$ cat config.mk
export PLATFORM = sky130hd
export DESIGN_NAME = ar_req_buffer_mp_flat
export DESIGN_NICKNAME = d
export VERILOG_FILES = /design/src/rtl/ar_req_buffer_mp_if.sv /design/src/rtl/ar_req_buffer_mp.sv /design/src/flat_wrapper.sv
export SDC_FILE = /design/constraint.sdc
export NUM_CORES = 2
export LEC_CHECK = 0
export ABC_AREA = 1
export ABC_CLOCK_PERIOD_IN_PS = 5500
export CORE_MARGIN = 2
export CORE_UTILIZATION = 41
export CTS_BUF_LIST = sky130_fd_sc_hd__clkbuf_4 sky130_fd_sc_hd__clkbuf_8 sky130_fd_sc_hd__clkbuf_16
export CTS_CLUSTER_SIZE = 25
export DETAILED_ROUTE_END_ITERATION = 8
export SKIP_LAST_GASP = 1
export SLEW_MARGIN = 5
export SYNTH_ARGS = -nofsm -noshare
export SYNTH_HDL_FRONTEND = slang
export SYNTH_SLANG_ARGS = --single-unit
$ cat constraint.sdc
create_clock -name clk -period 5.5 [get_ports clk]
set_clock_uncertainty 0.2 [all_clocks]
set_input_delay 0.825 -clock clk [delete_from_list [all_inputs] [get_ports clk]]
set_output_delay 0.825 -clock clk [all_outputs]
set_load 0.01 [all_outputs]
$ cat src/rtl/ar_req_buffer_mp_if.sv
// Multi-port AR request bus: NUM_PORTS packed request channels in, one merged
// AR stream out, plus per-port FIFO occupancy.
//   slave  : seen by the buffer (takes in_*, out_ready; drives in_ready, out_*, level)
//   master : seen by the requesters / downstream model (the opposite directions)
interface ar_req_buffer_mp_if #(
    parameter int unsigned NUM_PORTS  = 2,
    parameter int unsigned ID_WIDTH   = 4,
    parameter int unsigned ADDR_WIDTH = 32,
    parameter int unsigned LEN_WIDTH  = 8,
    parameter int unsigned TAG_WIDTH  = 4,
    parameter int unsigned FIFO_DEPTH = 16
);
    localparam int unsigned PORT_W = (NUM_PORTS > 1) ? $clog2(NUM_PORTS) : 1;
    localparam int unsigned LVL_W  = $clog2(FIFO_DEPTH) + 1;

    logic [NUM_PORTS-1:0]            in_valid;
    logic [NUM_PORTS-1:0]            in_ready;
    logic [NUM_PORTS*ID_WIDTH-1:0]   in_id;
    logic [NUM_PORTS*ADDR_WIDTH-1:0] in_addr;
    logic [NUM_PORTS*LEN_WIDTH-1:0]  in_len;
    logic [NUM_PORTS*3-1:0]          in_size;
    logic [NUM_PORTS*2-1:0]          in_burst;
    logic [NUM_PORTS*4-1:0]          in_qos;
    logic [NUM_PORTS*TAG_WIDTH-1:0]  in_tagid;

    logic                            out_valid;
    logic                            out_ready;
    logic [ID_WIDTH-1:0]             out_id;
    logic [ADDR_WIDTH-1:0]           out_addr;
    logic [LEN_WIDTH-1:0]            out_len;
    logic [2:0]                      out_size;
    logic [1:0]                      out_burst;
    logic [3:0]                      out_qos;
    logic [TAG_WIDTH-1:0]            out_tagid;
    logic [PORT_W-1:0]               out_port;

    logic [NUM_PORTS*LVL_W-1:0]      level;

    modport slave (
        input  in_valid, in_id, in_addr, in_len, in_size, in_burst, in_qos, in_tagid,
        input  out_ready,
        output in_ready,
        output out_valid, out_id, out_addr, out_len, out_size, out_burst, out_qos,
        output out_tagid, out_port, level
    );

    modport master (
        output in_valid, in_id, in_addr, in_len, in_size, in_burst, in_qos, in_tagid,
        output out_ready,
        input  in_ready,
        input  out_valid, out_id, out_addr, out_len, out_size, out_burst, out_qos,
        input  out_tagid, out_port, level
    );
endinterface

$ cat src/rtl/ar_req_buffer_mp.sv
// Multi-port AR request buffer: one FIFO per input port, a QoS-aware
// round-robin arbiter over the FIFO heads, and one registered output stage
// that holds its payload while stalled and sustains one request per cycle.
// Ports:
//   clk, rst : clock, asynchronous active-high reset
//   bus      : ar_req_buffer_mp_if.slave (per-port AR inputs, merged AR output,
//              source port of the output, per-port occupancy)
module ar_req_buffer_mp #(
    parameter int unsigned NUM_PORTS  = 2,
    parameter int unsigned ID_WIDTH   = 4,
    parameter int unsigned ADDR_WIDTH = 32,
    parameter int unsigned LEN_WIDTH  = 8,
    parameter int unsigned TAG_WIDTH  = 4,
    parameter int unsigned FIFO_DEPTH = 16,
    parameter int unsigned QOS_ARB    = 1
) (
    input  logic              clk,
    input  logic              rst,
    ar_req_buffer_mp_if.slave bus
);
    localparam int unsigned PORT_W = (NUM_PORTS > 1) ? $clog2(NUM_PORTS) : 1;
    localparam int unsigned LVL_W  = $clog2(FIFO_DEPTH) + 1;
    localparam int unsigned PTR_W  = $clog2(FIFO_DEPTH);

    typedef struct packed {
        logic [ID_WIDTH-1:0]   id;
        logic [ADDR_WIDTH-1:0] addr;
        logic [LEN_WIDTH-1:0]  len;
        logic [2:0]            size;
        logic [1:0]            burst;
        logic [3:0]            qos;
        logic [TAG_WIDTH-1:0]  tagid;
    } req_t;

    req_t             mem_q    [NUM_PORTS][FIFO_DEPTH];
    logic [PTR_W-1:0] wr_ptr_q [NUM_PORTS];
    logic [PTR_W-1:0] wr_ptr_d [NUM_PORTS];
    logic [PTR_W-1:0] rd_ptr_q [NUM_PORTS];
    logic [PTR_W-1:0] rd_ptr_d [NUM_PORTS];
    logic [LVL_W-1:0] level_q  [NUM_PORTS];
    logic [LVL_W-1:0] level_d  [NUM_PORTS];

    req_t                 in_req [NUM_PORTS];
    req_t                 head   [NUM_PORTS];
    logic [NUM_PORTS-1:0] full;
    logic [NUM_PORTS-1:0] nonempty;
    logic [NUM_PORTS-1:0] cand;
    logic [NUM_PORTS-1:0] push;
    logic [NUM_PORTS-1:0] pop;
    logic [NUM_PORTS-1:0] in_ready_c;
    logic [3:0]           max_qos;
    logic                 found;
    logic [PORT_W-1:0]    winner;
    logic                 load;

    logic              out_valid_q, out_valid_d;
    req_t              out_q, out_d;
    logic [PORT_W-1:0] out_port_q, out_port_d;
    logic [PORT_W-1:0] rr_ptr_q, rr_ptr_d;

    // Unpack per-port request fields and derive FIFO status.
    always_comb begin
        for (int p = 0; p < NUM_PORTS; p++) begin
            in_req[p]       = '0;
            in_req[p].id    = bus.in_id[p*ID_WIDTH +: ID_WIDTH];
            in_req[p].addr  = bus.in_addr[p*ADDR_WIDTH +: ADDR_WIDTH];
            in_req[p].len   = bus.in_len[p*LEN_WIDTH +: LEN_WIDTH];
            in_req[p].size  = bus.in_size[p*3 +: 3];
            in_req[p].burst = bus.in_burst[p*2 +: 2];
            in_req[p].qos   = bus.in_qos[p*4 +: 4];
            in_req[p].tagid = bus.in_tagid[p*TAG_WIDTH +: TAG_WIDTH];
            full[p]         = (level_q[p] == LVL_W'(FIFO_DEPTH));
            nonempty[p]     = (level_q[p] != '0);
            head[p]         = mem_q[p][rd_ptr_q[p]];
        end
    end

    // Ready depends only on occupancy; a full FIFO frees up the cycle after its pop.
    assign in_ready_c   = ~full & {NUM_PORTS{~rst}};
    assign bus.in_ready = in_ready_c;

    // Arbiter: optionally keep only max-QoS heads, then first candidate from rr_ptr upward.
    always_comb begin
        int unsigned idx;
        idx     = 0;
        max_qos = '0;
        cand    = '0;
        found   = 1'b0;
        winner  = '0;
        for (int p = 0; p < NUM_PORTS; p++) begin
            if (nonempty[p] && (head[p].qos > max_qos)) begin
                max_qos = head[p].qos;
            end
        end
        for (int p = 0; p < NUM_PORTS; p++) begin
            cand[p] = nonempty[p] && ((QOS_ARB == 0) || (head[p].qos == max_qos));
        end
        for (int unsigned i = 0; i < NUM_PORTS; i++) begin
            idx = 32'(rr_ptr_q) + i;
            if (idx >= NUM_PORTS) begin
                idx = idx - NUM_PORTS;
            end
            if (!found && cand[PORT_W'(idx)]) begin
                found  = 1'b1;
                winner = PORT_W'(idx);
            end
        end
    end

    // Next state: output stage load/drain and per-port FIFO bookkeeping.
    always_comb begin
        int unsigned nxt;
        nxt         = 0;
        load        = (!out_valid_q || bus.out_ready) && found;
        push        = bus.in_valid & in_ready_c;
        pop         = '0;
        out_valid_d = out_valid_q;
        out_d       = out_q;
        out_port_d  = out_port_q;
        rr_ptr_d    = rr_ptr_q;

        if (load) begin
            pop[winner] = 1'b1;
            out_valid_d = 1'b1;
            out_d       = head[winner];
            out_port_d  = winner;
            nxt         = 32'(winner) + 1;
            if (nxt >= NUM_PORTS) begin
                nxt = 0;
            end
            rr_ptr_d = PORT_W'(nxt);
        end else if (out_valid_q && bus.out_ready) begin
            // Drained with nothing queued: payload keeps its last value.
            out_valid_d = 1'b0;
        end

        for (int p = 0; p < NUM_PORTS; p++) begin
            wr_ptr_d[p] = push[p] ? wr_ptr_q[p] + PTR_W'(1) : wr_ptr_q[p];
            rd_ptr_d[p] = pop[p]  ? rd_ptr_q[p] + PTR_W'(1) : rd_ptr_q[p];
            case ({push[p], pop[p]})
                2'b10:   level_d[p] = level_q[p] + LVL_W'(1);
                2'b01:   level_d[p] = level_q[p] - LVL_W'(1);
                default: level_d[p] = level_q[p];
            endcase
        end
    end

    // Control and output registers.
    always_ff @(posedge clk or posedge rst) begin
        if (rst) begin
            for (int p = 0; p < NUM_PORTS; p++) begin
                wr_ptr_q[p] <= '0;
                rd_ptr_q[p] <= '0;
                level_q[p]  <= '0;
            end
            out_valid_q <= 1'b0;
            out_q       <= '0;
            out_port_q  <= '0;
            rr_ptr_q    <= '0;
        end else begin
            for (int p = 0; p < NUM_PORTS; p++) begin
                wr_ptr_q[p] <= wr_ptr_d[p];
                rd_ptr_q[p] <= rd_ptr_d[p];
                level_q[p]  <= level_d[p];
            end
            out_valid_q <= out_valid_d;
            out_q       <= out_d;
            out_port_q  <= out_port_d;
            rr_ptr_q    <= rr_ptr_d;
        end
    end

    // FIFO storage; contents are don't-care until written, so no reset.
    always_ff @(posedge clk) begin
        for (int p = 0; p < NUM_PORTS; p++) begin
            if (push[p]) begin
                mem_q[p][wr_ptr_q[p]] <= in_req[p];
            end
        end
    end

    assign bus.out_valid = out_valid_q;
    assign bus.out_id    = out_q.id;
    assign bus.out_addr  = out_q.addr;
    assign bus.out_len   = out_q.len;
    assign bus.out_size  = out_q.size;
    assign bus.out_burst = out_q.burst;
    assign bus.out_qos   = out_q.qos;
    assign bus.out_tagid = out_q.tagid;
    assign bus.out_port  = out_port_q;

    always_comb begin
        bus.level = '0;
        for (int p = 0; p < NUM_PORTS; p++) begin
            bus.level[p*LVL_W +: LVL_W] = level_q[p];
        end
    end
endmodule

$ cat src/flat_wrapper.sv
// flat-port wrapper written by rule: the top's interface ports become plain ports
module ar_req_buffer_mp_flat 
#(
    parameter int unsigned NUM_PORTS  = 2,
    parameter int unsigned ID_WIDTH   = 4,
    parameter int unsigned ADDR_WIDTH = 32,
    parameter int unsigned LEN_WIDTH  = 8,
    parameter int unsigned TAG_WIDTH  = 4,
    parameter int unsigned FIFO_DEPTH = 16,
    parameter int unsigned QOS_ARB    = 1
)
  (clk, rst, bus_in_valid, bus_in_id, bus_in_addr, bus_in_len, bus_in_size, bus_in_burst, bus_in_qos, bus_in_tagid, bus_out_ready, bus_in_ready, bus_out_valid, bus_out_id, bus_out_addr, bus_out_len, bus_out_size, bus_out_burst, bus_out_qos, bus_out_tagid, bus_out_port, bus_level);
  ar_req_buffer_mp_if #(.NUM_PORTS(NUM_PORTS), .ID_WIDTH(ID_WIDTH), .ADDR_WIDTH(ADDR_WIDTH), .LEN_WIDTH(LEN_WIDTH), .TAG_WIDTH(TAG_WIDTH), .FIFO_DEPTH(FIFO_DEPTH)) bus_i ();
  input  logic clk;
  input  logic rst;
  input wire logic [$bits(bus_i.in_valid)-1:0] bus_in_valid;
  input wire logic [$bits(bus_i.in_id)-1:0] bus_in_id;
  input wire logic [$bits(bus_i.in_addr)-1:0] bus_in_addr;
  input wire logic [$bits(bus_i.in_len)-1:0] bus_in_len;
  input wire logic [$bits(bus_i.in_size)-1:0] bus_in_size;
  input wire logic [$bits(bus_i.in_burst)-1:0] bus_in_burst;
  input wire logic [$bits(bus_i.in_qos)-1:0] bus_in_qos;
  input wire logic [$bits(bus_i.in_tagid)-1:0] bus_in_tagid;
  input wire logic [$bits(bus_i.out_ready)-1:0] bus_out_ready;
  output wire logic [$bits(bus_i.in_ready)-1:0] bus_in_ready;
  output wire logic [$bits(bus_i.out_valid)-1:0] bus_out_valid;
  output wire logic [$bits(bus_i.out_id)-1:0] bus_out_id;
  output wire logic [$bits(bus_i.out_addr)-1:0] bus_out_addr;
  output wire logic [$bits(bus_i.out_len)-1:0] bus_out_len;
  output wire logic [$bits(bus_i.out_size)-1:0] bus_out_size;
  output wire logic [$bits(bus_i.out_burst)-1:0] bus_out_burst;
  output wire logic [$bits(bus_i.out_qos)-1:0] bus_out_qos;
  output wire logic [$bits(bus_i.out_tagid)-1:0] bus_out_tagid;
  output wire logic [$bits(bus_i.out_port)-1:0] bus_out_port;
  output wire logic [$bits(bus_i.level)-1:0] bus_level;
  assign bus_i.in_valid = bus_in_valid;
  assign bus_i.in_id = bus_in_id;
  assign bus_i.in_addr = bus_in_addr;
  assign bus_i.in_len = bus_in_len;
  assign bus_i.in_size = bus_in_size;
  assign bus_i.in_burst = bus_in_burst;
  assign bus_i.in_qos = bus_in_qos;
  assign bus_i.in_tagid = bus_in_tagid;
  assign bus_i.out_ready = bus_out_ready;
  assign bus_in_ready = bus_i.in_ready;
  assign bus_out_valid = bus_i.out_valid;
  assign bus_out_id = bus_i.out_id;
  assign bus_out_addr = bus_i.out_addr;
  assign bus_out_len = bus_i.out_len;
  assign bus_out_size = bus_i.out_size;
  assign bus_out_burst = bus_i.out_burst;
  assign bus_out_qos = bus_i.out_qos;
  assign bus_out_tagid = bus_i.out_tagid;
  assign bus_out_port = bus_i.out_port;
  assign bus_level = bus_i.level;
  ar_req_buffer_mp #(.NUM_PORTS(NUM_PORTS), .ID_WIDTH(ID_WIDTH), .ADDR_WIDTH(ADDR_WIDTH), .LEN_WIDTH(LEN_WIDTH), .TAG_WIDTH(TAG_WIDTH), .FIFO_DEPTH(FIFO_DEPTH), .QOS_ARB(QOS_ARB)) u_core (.clk(clk), .rst(rst), .bus(bus_i));
endmodule
# ---- Yosys cells after proc, flatten, opt, wreduce, memory -nomap -nowiden
# Memory sizes are Yosys's and may differ from the RTL's.
# Cells that the tools add are included.
dict set report classes {
  reduce_logical 18
  bitwise 9
  n_lt_le_gt_ge 16
  n_eq_ne 8
  add_sub_neg 12
  n_mux 37
}
# op n
set ops {}
lappend ops {{two-way mux 912 bit} 2}
lappend ops {{two-way mux 57 bit} 9}
lappend ops {{binary-select mux 57 bit (select 4 bit)} 2}
lappend ops {{demux 57 bit (select 4 bit)} 2}
lappend ops {{greater-or-equal comparator 5 bit (second input constant)} 4}
lappend ops {{NOT 4 -> 5 bit} 4}
lappend ops {{one-hot mux 5 bit (2 select lines)} 2}
lappend ops {{adder 4 x 1 -> 4 bit (second input constant)} 4}
lappend ops {{two-way mux 1 bit} 16}
lappend ops {{adder 5 x 1 -> 5 bit (second input constant)} 2}
lappend ops {{equality test 5 bit (second input constant)} 2}
lappend ops {{logical AND 1 bit} 10}
lappend ops {{< comparator 5 x 1 -> 1 bit (second input constant)} 2}
lappend ops {{nonzero test 5 bit} 2}
lappend ops {{subtractor 5 x 1 -> 5 bit (second input constant)} 2}
lappend ops {{equality test 4 bit} 2}
lappend ops {{two-way mux 4 bit} 2}
lappend ops {{greater-or-equal comparator 2 bit (second input constant)} 3}
lappend ops {{< comparator 1 x 2 -> 1 bit (second input constant)} 3}
lappend ops {{nonzero test 2 bit} 3}
lappend ops {{adder 1 x 1 -> 2 bit (second input constant)} 2}
lappend ops {{bitwise AND 2 bit} 2}
lappend ops {{equality test 2 x 1 -> 1 bit (second input constant)} 2}
lappend ops {{equality test 2 bit (second input constant)} 2}
lappend ops {{other kinds (12)} 14}
dict set report word_totals {
  regBits 86
  inputBits 119
  out_inout_bits 71
  mem_bits_rw 1824
  mem_count 1
  elab_cells 117
}
# name depth width read_ports rd_clocked_by_memory_dff wr line_no
set mem_list {}
lappend mem_list {u_core.mem_q 2 912 2 0 2 ar_req_buffer_mp.sv:35} ;# req_t mem_q [NUM_PORTS][FIFO_DEPTH];

# ---- Longest topological paths before layout
dict set report logic_depth {
  ltp_word 25
  ltp_mapped 36
}

# ---- Worst setup path after synthesis
# Ideal clock, no wire load.
dict set report synth_timing {
  path_kind {input-to-reg}
  start {in rst}
  end {mem u_core.mem_q[0][0] in the netlist's numbering (enable)}
  setup_ps 472
  arrival_ps 5917
  t_required_ps 4828
  cell_stages 7
  path_slack_ps -1089
  n_path_buf 0
  cell_sequence {inv_1 -> o21ai_0 -> inv_1 -> nand2_1 -> inv_1 -> nand2_1 -> nor2_1}
}
# item line_no
set synth_rtl {}
lappend synth_rtl {{start: declaration} flat_wrapper.sv:15} ;# input logic rst;
lappend synth_rtl {{end: declaration} ar_req_buffer_mp.sv:35}

# ---- Final worst setup path
dict set report layout_timing {
  start {reg u_core.rd_ptr_q[4] in the netlist's numbering}
  end {reg u_core.level_q, in the netlist u_core.bus.level[4]}
}
dict set report layout_between {
  elab_chain_len 25
  word_cells_on_any_way 35
}
# item line_no
set layout_lines {}
lappend layout_lines {{start: declaration} ar_req_buffer_mp.sv:38} ;# logic [PTR_W-1:0] rd_ptr_q [NUM_PORTS];
lappend layout_lines {{start signal: indexed assignment} ar_req_buffer_mp.sv:163} ;# rd_ptr_q[p] <= rd_ptr_d[p];
lappend layout_lines {{NOT 4 -> 5 bit (not written as such) (*)} ar_req_buffer_mp.sv:74} ;# head[p] = mem_q[p][rd_ptr_q[p]];
lappend layout_lines {{binary-select mux 57 bit (select 4 bit) (*)} ar_req_buffer_mp.sv:74}
lappend layout_lines {{two-way mux 57 bit (not written as such) (*) (2 in a row)} ar_req_buffer_mp.sv:74}
lappend layout_lines {{greater-than comparator 4 x 1 -> 1 bit} ar_req_buffer_mp.sv:91} ;# if (nonempty[p] && (head[p].qos > max_qos)) begin
lappend layout_lines {{logical AND 1 bit} ar_req_buffer_mp.sv:91}
lappend layout_lines {{two-way mux 4 bit} ar_req_buffer_mp.sv:91}
lappend layout_lines {{greater-than comparator 4 bit} ar_req_buffer_mp.sv:91}
lappend layout_lines {{logical AND 1 bit} ar_req_buffer_mp.sv:91}
lappend layout_lines {{(+9 left out)} n/a}
lappend layout_lines {{< comparator 1 x 2 -> 1 bit (not written as such) or greater-or-equal comparator 1 bit (tied branches)} ar_req_buffer_mp.sv:123} ;# pop[winner] = 1'b1;
lappend layout_lines {{logical AND 1 bit (not written as such)} ar_req_buffer_mp.sv:123}
lappend layout_lines {{two-way mux 1 bit (not written as such)} ar_req_buffer_mp.sv:123}
lappend layout_lines {{demux 1 bit (select 1 bit)} n/a}
lappend layout_lines {{two-way mux 2 bit (*)} ar_req_buffer_mp.sv:122} ;# if (load) begin
lappend layout_lines {{named net u_core.pop[0]} ar_req_buffer_mp.sv:49} ;# logic [NUM_PORTS-1:0] pop;
lappend layout_lines {{equality test 2 x 1 -> 1 bit or equality test 2 bit (tied branches)} ar_req_buffer_mp.sv:140} ;# case ({push[p], pop[p]})
lappend layout_lines {{one-hot mux 5 bit (2 select lines) or nonzero test 2 bit (tied branches)} n/a}
lappend layout_lines {{end signal: indexed assignment} ar_req_buffer_mp.sv:164} ;# level_q[p] <= level_d[p];
lappend layout_lines {{end: declaration} ar_req_buffer_mp.sv:40} ;# logic [LVL_W-1:0] level_q [NUM_PORTS];
# The timed path passes the listed nets; every way through them passes the cells marked *. The select of a mux whose other input is x is not followed.
# A chain may end at the register's enable or synchronous reset.

==> metrics.txt <==
status finished clean; Vert. Die Dim about 430 microns; Post-Syn Instances 5783; Setup crit start kind register; RSZ-0062 raised after global routing no; clk slew on worst S/H paths roughly 60 ps; max-slew violations 0; worst reg-to-reg path cell count 32; top cells by area, synth edfxtp_1, nand2_1, o21ai_0, nor2_1, dfrtp_1; syn_area_per_cell 13.0 sq um; largest net degree at the start of global routing 213; final core occ a little under half; Hold/Removal Path Class reg -> reg; Post-Synthesis Cell Area about 75000 sq um; Seq cells post-synth about 1900; final setup fails 0; crit path max-delay cell type dfrtp_4; Port Buf Inserts roughly 190; met1 Use GR around 29%; commonest non-fill, non-tap cell in the layout edfxtp_1; core region area approximately 180000 sq um; worst-path fanout max 19; area leader, netlist edfxtp_1; Slew HR a little under a quarter; commonest non-fill, non-tap cells in the layout edfxtp_1, nand2_1, o21ai_0, nor2_1, nand3_1; ANT nets after route 0; maximum clock rate between 150 and 200 MHz; GRT overflow 0; Critical Path RT just over 6000 ps; VDD IR max roughly 1.2 mV; GR peak layer met2; FFs w/ async S/R, synth approximately 4.5%; Synth top area share approximately 73%; met2 Track Usage GR 37.5%; Die ar. about 190000 sq um; max incr delay on CP between 500 and 600 ps; CTS Sinks 1910; CTS Buffer Depth 3; Final min period 5160 ps; CP Data Arrival Time approximately 5700 ps; post-route cell area 87200 sq um; Fin Setup TNS 0 ps; Worst Setup SP u_core.rd_ptr_q[4]; Most common cell on crit path nand3_1; reg2reg end u_core.bus.level[4]; Pre-Repair DR Iteration Count 6; CTS tree yes; Chip Width 432 microns; pwr dens around 580 nW/um^2; r2r startpoint u_core.rd_ptr_q[4]; ys flop type edfxtp_1; first-pass GRT wire length about 310000 microns; post-synthesis sequential area ratio between 70% and 80%; Area Overhead vs Synth 15.8%; Skew-Pair Late Insertion Delay 840 ps; Post-Place Cell Area about 80000 sq um; global-route usage over all layers 22.5%; leakage roughly 30 nW; grt met3 use 3.51%; fin crit share a little over nine tenths; Yosys warning total 0; worst slew pin tran between 1000 and 1500 ps; Rows around 160; library cells used by synthesis 41; vias per inst between 5 and 6; vias in the first global route ~46000; # DRC 0; initial antenna violation count 34; io pins 190; Crit Path Class reg -> reg; Root Driver clkbuf_16; routed wire length 214000 microns; CP endpoint u_core.bus.level[4]; worst reg-to-reg setup slack ~340 ps; max-cap violations 0; Routed WL per cell approximately 25 microns; via count 47800; Post-Syn Nets ~5900; detailed-placement wirelength estimate ~120000 microns; CP Capture Type register; initial DRC count between 5000 and 6000; H-tree levels 4; CTS buffer count 196; Final Hold Fails 0; share of cells above drive strength 1 under 10%; gpl congestion around 0.85; Final #Nets just over 6000; Post-synth EDFFs between 1500 and 2000; starting density of the core about two fifths
area by class of cell:
type                       instances  area [sq um]
multi-input combinational       3317         16400
antenna                           18          45.0
inverter                         172           696
tap                             2385          2980
timing repair buffer             337          3520
fill                           15800         95500
clock inverter                    82           970
clock buffer                     278          5590
sequential                      1910         56900
state kept, by name (all words and copies together) (netlist names):
register	count
u_core.bus.out_port	1
u_core.bus.out_qos	4
u_core.rr_ptr_q	1
u_core.bus.level	10
u_core.rd_ptr_q	8
u_core.bus.out_len	8
u_core.bus.out_valid	1
u_core.bus.out_id	4
u_core.mem_q	1824
u_core.wr_ptr_q	8
u_core.bus.out_tagid	4
u_core.bus.out_addr	32
u_core.bus.out_size	3
u_core.bus.out_burst	2
cells by family after synthesis:
group           Yosys count  synth area share (%)
compound gates         1281                  10.0
buf+inv                 556                  2.95
flops                  1910                  75.6
fa+ha+maj                24                 0.419
simple gates           1997                  10.8
xor+xnor                 15                 0.175
through the flow:
stage               std cells  total power, mW  hold slack (ps)  setup slack, ps
floorplan                5783             30.1              308              827
global placement         8116             36.9              267              250
detailed placement       8116             37.2              269              187
CTS                      8477             50.5              286              166
global route             8492             53.3              303             12.9
finish                   8499             50.5              285              343
synth_stat cells, drive strengths merged (6+ instances only):
library cell and n:
ha 22, clkbuf 285, o221a 8, edfxtp 1824
o21ai 720, nand4 90, o211ai 6, buf 99
nand2 1014, nand3 268, xor2 13, dfrtp 86
o221ai 159, a32o 38, inv 172, a21oi 206
o22ai 98, nor2 619, a221oi 31, o41ai 9
worst max-delay path: cells and delay by family (launching register included):
family | cells | cell delay (ps)
flops | 1 | 590
compound gates | 4 | 570
xor+xnor | 1 | 160
simple gates | 20 | 2010
buf+inv | 4 | 610
fa+ha+maj | 3 | 940
per-layer routing:
metal	wire (microns)	part of all wire, %
met1	87300	41
met2	105000	49
met3	13000	6.1
met4	8590	4.0
met5	124	0.058
worst min path at each step:
stage,endpoint,from,cells past startpoint
2_1_floorplan,u_core.rr_ptr_q,u_core.rr_ptr_q,2
3_5_place_dp,u_core.bus.out_burst[1],u_core.bus.out_burst[1],2
6_report,u_core.bus.out_addr[22],u_core.bus.out_addr[22],2
5_1_grt,u_core.bus.out_addr[8],u_core.bus.out_addr[8],2
4_1_cts,u_core.bus.out_tagid[0],u_core.bus.out_tagid[0],2
3_3_place_gp,u_core.bus.out_tagid[2],u_core.bus.out_tagid[2],2
repair_timing:
item	CTS	global route
gates resized for setup	0	12
hold buffers	1	0
setup endpoints to repair	0	3
buffers inserted	0	3
hold endpoints to repair	6	0
report_power, final:
part	switching (mW)	leakage, nW	internal, mW
Combinational	13.9	8.98	5.58
Clock	5.59	3.27	7.74
Sequential	0.613	17.5	17.1
Total	20.1	29.7	30.4
Note: power is estimated with default switching activity, not from simulation.
